<file path="src/rtl/wm_pkg.sv">
// rtl/wm_pkg.sv - shared phase state encoding, op bit positions and default durations
package wm_pkg;

    typedef enum logic [1:0] {
        ST_IDLE = 2'd0,
        ST_RUN  = 2'd1,
        ST_DONE = 2'd2
    } phase_state_t;

    // op = {soak, wash, rinse, spin}
    localparam int OP_W     = 4;
    localparam int OP_SOAK  = 3;
    localparam int OP_WASH  = 2;
    localparam int OP_RINSE = 1;
    localparam int OP_SPIN  = 0;

    localparam int DEF_TICK_DIV  = 50_000_000;
    localparam int DEF_SOAK_SEC  = 300;
    localparam int DEF_WASH_SEC  = 600;
    localparam int DEF_RINSE_SEC = 300;
    localparam int DEF_SPIN_SEC  = 180;
    localparam int DEF_CNT_W     = 12;

    // Zero or exactly one operation bit set.
    function automatic logic op_legal(input logic [OP_W-1:0] op);
        return (op & (op - 4'd1)) == 4'd0;
    endfunction

endpackage

</file>
<file path="src/rtl/wm_tick_gen.sv">
// rtl/wm_tick_gen.sv - TICK_DIV prescaler with clear and enable, one-cycle tick out
module wm_tick_gen #(
    parameter int TICK_DIV = 50_000_000
) (
    input  logic clock,
    input  logic reset_n,
    input  logic i_clr,
    input  logic i_en,
    output logic o_tick
);

    localparam int PW = $clog2(TICK_DIV);
    localparam logic [PW-1:0] C_LAST = PW'(TICK_DIV - 1);

    logic [PW-1:0] r_cnt;

    always_ff @(posedge clock or negedge reset_n) begin
        if (!reset_n) begin
            r_cnt <= '0;
        end else if (i_clr) begin
            r_cnt <= '0;
        end else if (i_en) begin
            r_cnt <= (r_cnt == C_LAST) ? '0 : r_cnt + 1'b1;
        end
    end

    assign o_tick = i_en && (r_cnt == C_LAST);

endmodule

</file>
<file path="src/rtl/wm_phase_timer.sv">
// rtl/wm_phase_timer.sv - per-phase countdown timer with actuator outputs for the wash controller
// Optional LID_PAUSE_EN: lid open freezes timing and drops motor/drain while running.
module wm_phase_timer
    import wm_pkg::*;
#(
    parameter int TICK_DIV  = DEF_TICK_DIV,
    parameter int SOAK_SEC  = DEF_SOAK_SEC,
    parameter int WASH_SEC  = DEF_WASH_SEC,
    parameter int RINSE_SEC = DEF_RINSE_SEC,
    parameter int SPIN_SEC  = DEF_SPIN_SEC,
    parameter int CNT_W     = DEF_CNT_W
) (
    input  logic             clock,
    input  logic             reset_n,
    input  logic             soak_Operation,
    input  logic             wash_Operation,
    input  logic             rinse_Operation,
    input  logic             spin_Operation,
    input  logic             lid,
    output logic             phase_Done,
    output logic [CNT_W-1:0] time_Remaining,
    output logic             motor_On,
    output logic             drain_Valve,
    output logic             busy,
    output logic             fault_Illegal
);

    localparam logic [CNT_W-1:0] C_ONE = CNT_W'(1);

    phase_state_t     r_state, w_nxt_state;
    logic [CNT_W-1:0] r_count, w_nxt_count;
    logic [OP_W-1:0]  r_op_q;
    logic             r_done, r_motor, r_drain, r_fault;
    logic             w_nxt_done, w_nxt_motor, w_nxt_drain;
    logic [OP_W-1:0]  w_op;
    logic             w_legal, w_active, w_load, w_pause, w_tick, w_tick_en, w_tick_clr;
    logic [CNT_W-1:0] w_dur;

    assign w_op     = {soak_Operation, wash_Operation, rinse_Operation, spin_Operation};
    assign w_legal  = op_legal(w_op);
    assign w_active = w_legal && (w_op != '0);
    assign w_load   = w_active && (w_op != r_op_q);

`ifdef LID_PAUSE_EN
    assign w_pause = lid;
`else
    logic w_unused_lid;
    assign w_unused_lid = lid;
    assign w_pause      = 1'b0;
`endif

    always_comb begin
        w_dur = CNT_W'(SOAK_SEC);
        if (w_op[OP_WASH])  w_dur = CNT_W'(WASH_SEC);
        if (w_op[OP_RINSE]) w_dur = CNT_W'(RINSE_SEC);
        if (w_op[OP_SPIN])  w_dur = CNT_W'(SPIN_SEC);
    end

    // Prescaler idles at zero outside RUN so every phase starts on a full tick period.
    assign w_tick_en  = (r_state == ST_RUN) && !w_pause;
    assign w_tick_clr = w_load || (r_state != ST_RUN);

    wm_tick_gen #(.TICK_DIV(TICK_DIV)) u_tick_gen (
        .clock   (clock),
        .reset_n (reset_n),
        .i_clr   (w_tick_clr),
        .i_en    (w_tick_en),
        .o_tick  (w_tick)
    );

    // Op change beats a coincident tick; illegal op behaves like op==0.
    always_comb begin
        w_nxt_state = r_state;
        w_nxt_count = r_count;
        w_nxt_done  = 1'b0;
        if (!w_active) begin
            w_nxt_state = ST_IDLE;
            w_nxt_count = '0;
        end else if (w_load) begin
            w_nxt_state = ST_RUN;
            w_nxt_count = w_dur;
        end else if (r_state == ST_RUN && !w_pause) begin
            if (r_count == '0) begin
                w_nxt_state = ST_DONE;
                w_nxt_done  = 1'b1;
            end else if (w_tick) begin
                w_nxt_count = r_count - C_ONE;
                if (r_count == C_ONE) begin
                    w_nxt_state = ST_DONE;
                    w_nxt_done  = 1'b1;
                end
            end
        end
        // A zero-length phase never drives actuators.
        w_nxt_motor = (w_nxt_state == ST_RUN) && (w_nxt_count != '0) && !w_pause &&
                      (w_op[OP_WASH] || w_op[OP_RINSE] || w_op[OP_SPIN]);
        w_nxt_drain = (w_nxt_state == ST_RUN) && (w_nxt_count != '0) && !w_pause &&
                      w_op[OP_SPIN];
    end

    always_ff @(posedge clock or negedge reset_n) begin
        if (!reset_n) begin
            r_state <= ST_IDLE;
            r_count <= '0;
            r_op_q  <= '0;
            r_done  <= 1'b0;
            r_motor <= 1'b0;
            r_drain <= 1'b0;
            r_fault <= 1'b0;
        end else begin
            r_state <= w_nxt_state;
            r_count <= w_nxt_count;
            r_op_q  <= w_op;
            r_done  <= w_nxt_done;
            r_motor <= w_nxt_motor;
            r_drain <= w_nxt_drain;
            r_fault <= !w_legal;
        end
    end

    assign phase_Done     = r_done;
    assign time_Remaining = r_count;
    assign motor_On       = r_motor;
    assign drain_Valve    = r_drain;
    assign busy           = (r_state == ST_RUN);
    assign fault_Illegal  = r_fault;

endmodule

</file>
<file path="config.mk">
export PLATFORM = sky130hd
export DESIGN_NAME = wm_phase_timer
export DESIGN_NICKNAME = d
export VERILOG_FILES = /design/src/rtl/wm_pkg.sv /design/src/rtl/wm_tick_gen.sv /design/src/rtl/wm_phase_timer.sv
export SDC_FILE = /design/constraint.sdc
export NUM_CORES = 1
export LEC_CHECK = 0
export ABC_AREA = 1
export BUFFER_PORTS_ARGS = -buffer_cell sky130_fd_sc_hd__buf_2
export CORE_MARGIN = 5
export CORE_UTILIZATION = 45
export CTS_CLUSTER_DIAMETER = 50
export DETAILED_ROUTE_END_ITERATION = 16
export PLACE_DENSITY = 0.61
export SYNTH_ARGS = -nofsm -noshare
export SYNTH_HDL_FRONTEND = slang
export SYNTH_HIERARCHICAL = 1
export SYNTH_SLANG_ARGS = --single-unit
</file>
<file path="constraint.sdc">
create_clock -name clock -period 3.2 [get_ports clock]
set_input_delay 0.64 -clock clock [delete_from_list [all_inputs] [get_ports clock]]
set_output_delay 0.64 -clock clock [all_outputs]
set_load 0.005 [all_outputs]
</file>
==> impl_metrics.yaml <==
run_status:
  outcome: "complete, no violations"
logic_synthesis:
  yosysWarningCount: 6
  synth-seq-cells: 48
  synth_area_sq_um: 3180
  synth_top_cell_area_share_pct: 37.8
  yosysSeqAreaShare_pct: 37.8
  synthTopCellsByArea: "dfrtp_1, nand2_1, nor2_1"
  synth_cell_types: 31
  syn_area_per_cell_sq_um: 6.92
  yosysTopAreaCell: "dfrtp_1"
  syn-num-nets: 470
  post_synth_inst_count: 459
global_routing:
  grt_start_max_net_pins: 49
  grt_pass1_wl_mm: 12.5
  grt_pass1_vias: 2882
  gr-usage-all-layers_pct: 17.5
  grt-ovfl-total: 0
  antenna_found_initial: 0
routing:
  wl_per_cell_um: 11.8
  remaining_drc_errors: 0
  vias_per_cell: 4.82
  dr.pass1.iters: 4
  drt_first_iter_violations: 111
  antenna_left: 0
  drt_wl_total_mm: 6.88
  vias: 2812
worst_setup_path:
  r2r-end: "drain_Valve$_DFF_PN0_"
  crit_end: "drain_Valve$_DFF_PN0_"
  required_ns: 3.41
  endpoint_kind: "flop"
  criticalPathCategory: "reg2reg"
  critPathMaxFanout: 7
  reg2reg_slack_ns: 0.44
  crit_slowest_cell: "nor2_1"
  slowest_delay_ns: 0.39
  start_kind: "flop"
  crit_path_frequent_cell: "nand2_1"
  setup.worst_path.start: "u_tick_gen/r_cnt[0]$_DFFE_PN0P_"
  worstPathArrival_ns: 2.96
  r2r_start: "u_tick_gen/r_cnt[0]$_DFFE_PN0P_"
  rr_worst_depth: 18
  crit_chain: "ha_1, nand2_1, nor2_4, nand2_1, nor2_2, nand2_2, nor2_1, inv_2, nor3_2, nand3_1, nand2_1, nand2_1, nand3_1, nand3_1, nor2_1, nand3_1, nand2_1, nor2_1"
clocking:
  postCtsResizedCells: 0
  postCtsHoldBufs: 0
  htreeDepth: 2
  post_cts_buffers: 0
  clk_latency_ns: 0.31
  clk_pin_slew_ns: 0.10
  clock_path_buffers: 2
  cts.sinks: 48
  tritoncts: "done"
  cts_root_buf: "clkbuf_8"
  cts_made_buffers: 5
hold_path:
  min_path_type: "in2reg"
  min_path_cells: 1
power_and_ir_drop:
  power_frac_clock_pct: 35.3
  p_leak_nw: 1.73
  power.share.sequential_pct: 49.5
  netSwitchingPower_mw: 0.373
  report.power.total_mw: 1.29
  peakVddDrop_mv: 0.178
  swShare_pct: 29.0
  p_int_mw: 0.913
  combinationalPowerShare_pct: 15.2
  power_density_nw_per_um2: 367
layout:
  area_growth_syn_to_layout_pct: 10.1
  final_cells: 583
  post-route-util_pct: 51.2
  layout_commonest_cell: "nand2_1"
  final_nets: 497
  n_fill_cell: 699
  multiInputGateArea_sq_um: 1670
  final_cell_mix: "nand2_1, nor2_1, inv_1"
  num_antenna_cells: 0
  layout-drive-gt1-share_pct: 16.8
  final-seq-area_sq_um: 1200
place:
  dp_cells: 575
  hpwl_mm: 5.32
  portBuffers: 22
  gp_congestion: 0.884
timing:
  hold_viol_final: 0
  slew_headroom_pct: 28.1
  tns_ns: 0
  period_minus_slack_ns: 2.76
  worstMarginPinSlew_ns: 1.08
  rsz0062_at_grt: "false"
  post-route-period-util_pct: 86.1
  drv_slew: 0
  setup_viol: 0
  fmax_mhz: 363
  fin_skew_ns: 0.0142
die:
  die_area_sq_um: 8840
  start_util_pct: 46.5
  die_h_um: 94.0
  rows: 30
  die_w_um: 94.0
  design.core.area_sq_um: 6830
  ios: 24
run:
  drv_cap: 0
cells by family after synthesis:
logic type | share of synthesized area, %
AOI/OAI and AO/OA | 2.91
xor gates and xnor gates | 1.93
adders and majority gates | 1.58
buffers and inverters | 9.57
DFF | 37.8
and+or+nand+nor | 46.2
metrics by stage:
| stage | cell area, sq um | setup WS, ns | hold WS, ns |
|---|---|---|---|
| after floorplan | 3180 | 0.876 | 0.344 |
| after global placement | 3380 | 0.471 | 0.508 |
| after detailed placement | 3380 | 0.452 | 0.511 |
| after CTS | 3500 | 0.444 | 0.450 |
| after global routing | 3500 | 0.0643 | 0.441 |
| final | 3500 | 0.445 | 0.463 |
power groups by stage:
stage / clock network (mW) / logic, mW / registers (mW)
after floorplan: 0 / 0.151 / 0.647
after global placement: 0 / 0.197 / 0.648
after detailed placement: 0 / 0.198 / 0.648
after CTS: 0.470 / 0.199 / 0.636
after global routing: 0.490 / 0.225 / 0.639
final: 0.453 / 0.196 / 0.636
final cells by class:
class | instances | share of cell area (%)
clock buffers | 5 | 1.97
clock inverters | 3 | 1.36
inverters | 69 | 7.55
multi-input cells | 338 | 47.8
flip-flops and latches | 48 | 34.3
well taps | 96 | 3.43
repair buffers | 24 | 3.58
critical path, delay by kind of cell, from the launching register on:
kind / cells / cell delay (ns)
and+or+nand+nor: 16 / 2.05
DFF: 1 / 0.38
adders and majority gates: 1 / 0.17
buffers and inverters: 1 / 0.08
per-layer routing:
| metal | up-vias | part of all wire [%] | wire length, um | track usage [%] |
|---|---|---|---|---|
| met5 | - | 0 | 0 | 0 |
| met4 | 0 | 1.5 | 104 | 4.93 |
| met3 | 9 | 2.9 | 200 | 3.21 |
| met2 | 44 | 50 | 3430 | 30.8 |
| met1 | 1273 | 46 | 3130 | 21.7 |
| li1 | 1486 | - | - | - |
sequential cells by signal, summed over array words and instances (netlist names):
signal / count
phase_Done: 1
fault_Illegal: 1
u_tick_gen/r_cnt: 26
motor_On: 1
drain_Valve: 1
r_state: 2
time_Remaining: 12
r_op_q: 4
Yosys cell counts:
| master | instances |
|---|---|
| nor2_8 | 1 |
| a21oi_1 | 9 |
| a21o_1 | 1 |
| nand2_2 | 9 |
| inv_2 | 5 |
| clkbuf_1 | 1 |
| nor4_1 | 1 |
| buf_2 | 1 |
| a31oi_1 | 1 |
| nor2_4 | 6 |
| nand3_1 | 47 |
| nor3_2 | 2 |
| a2bb2oi_1 | 1 |
| buf_6 | 1 |
| nor2_2 | 21 |
| nand2_1 | 130 |
| dfrtp_1 | 48 |
| o21ai_0 | 5 |
| nand3_4 | 1 |
| and2_1 | 1 |
| nand3b_2 | 1 |
| inv_1 | 63 |
| nor2_1 | 66 |
| nor2b_1 | 1 |
| clkinv_4 | 1 |
| nor3_1 | 4 |
| nand2_4 | 3 |
| ha_1 | 4 |
| xor2_1 | 7 |
| buf_12 | 1 |
| nand4_1 | 16 |
how the worst min path moves through the flow:
stage                     slack [ns]                               to                       startpoint
after floorplan                 0.34            drain_Valve$_DFF_PN0_                          reset_n
after global placement          0.51  u_tick_gen/r_cnt[1]$_DFFE_PN0P_  u_tick_gen/r_cnt[1]$_DFFE_PN0P_
after detailed placement        0.51  u_tick_gen/r_cnt[1]$_DFFE_PN0P_  u_tick_gen/r_cnt[1]$_DFFE_PN0P_
after CTS                       0.45              r_op_q[3]$_DFF_PN0_                   soak_Operation
after global routing            0.44              r_op_q[3]$_DFF_PN0_                   soak_Operation
final                           0.46              r_op_q[3]$_DFF_PN0_                   soak_Operation
Power figures use the tool's default switching activity.
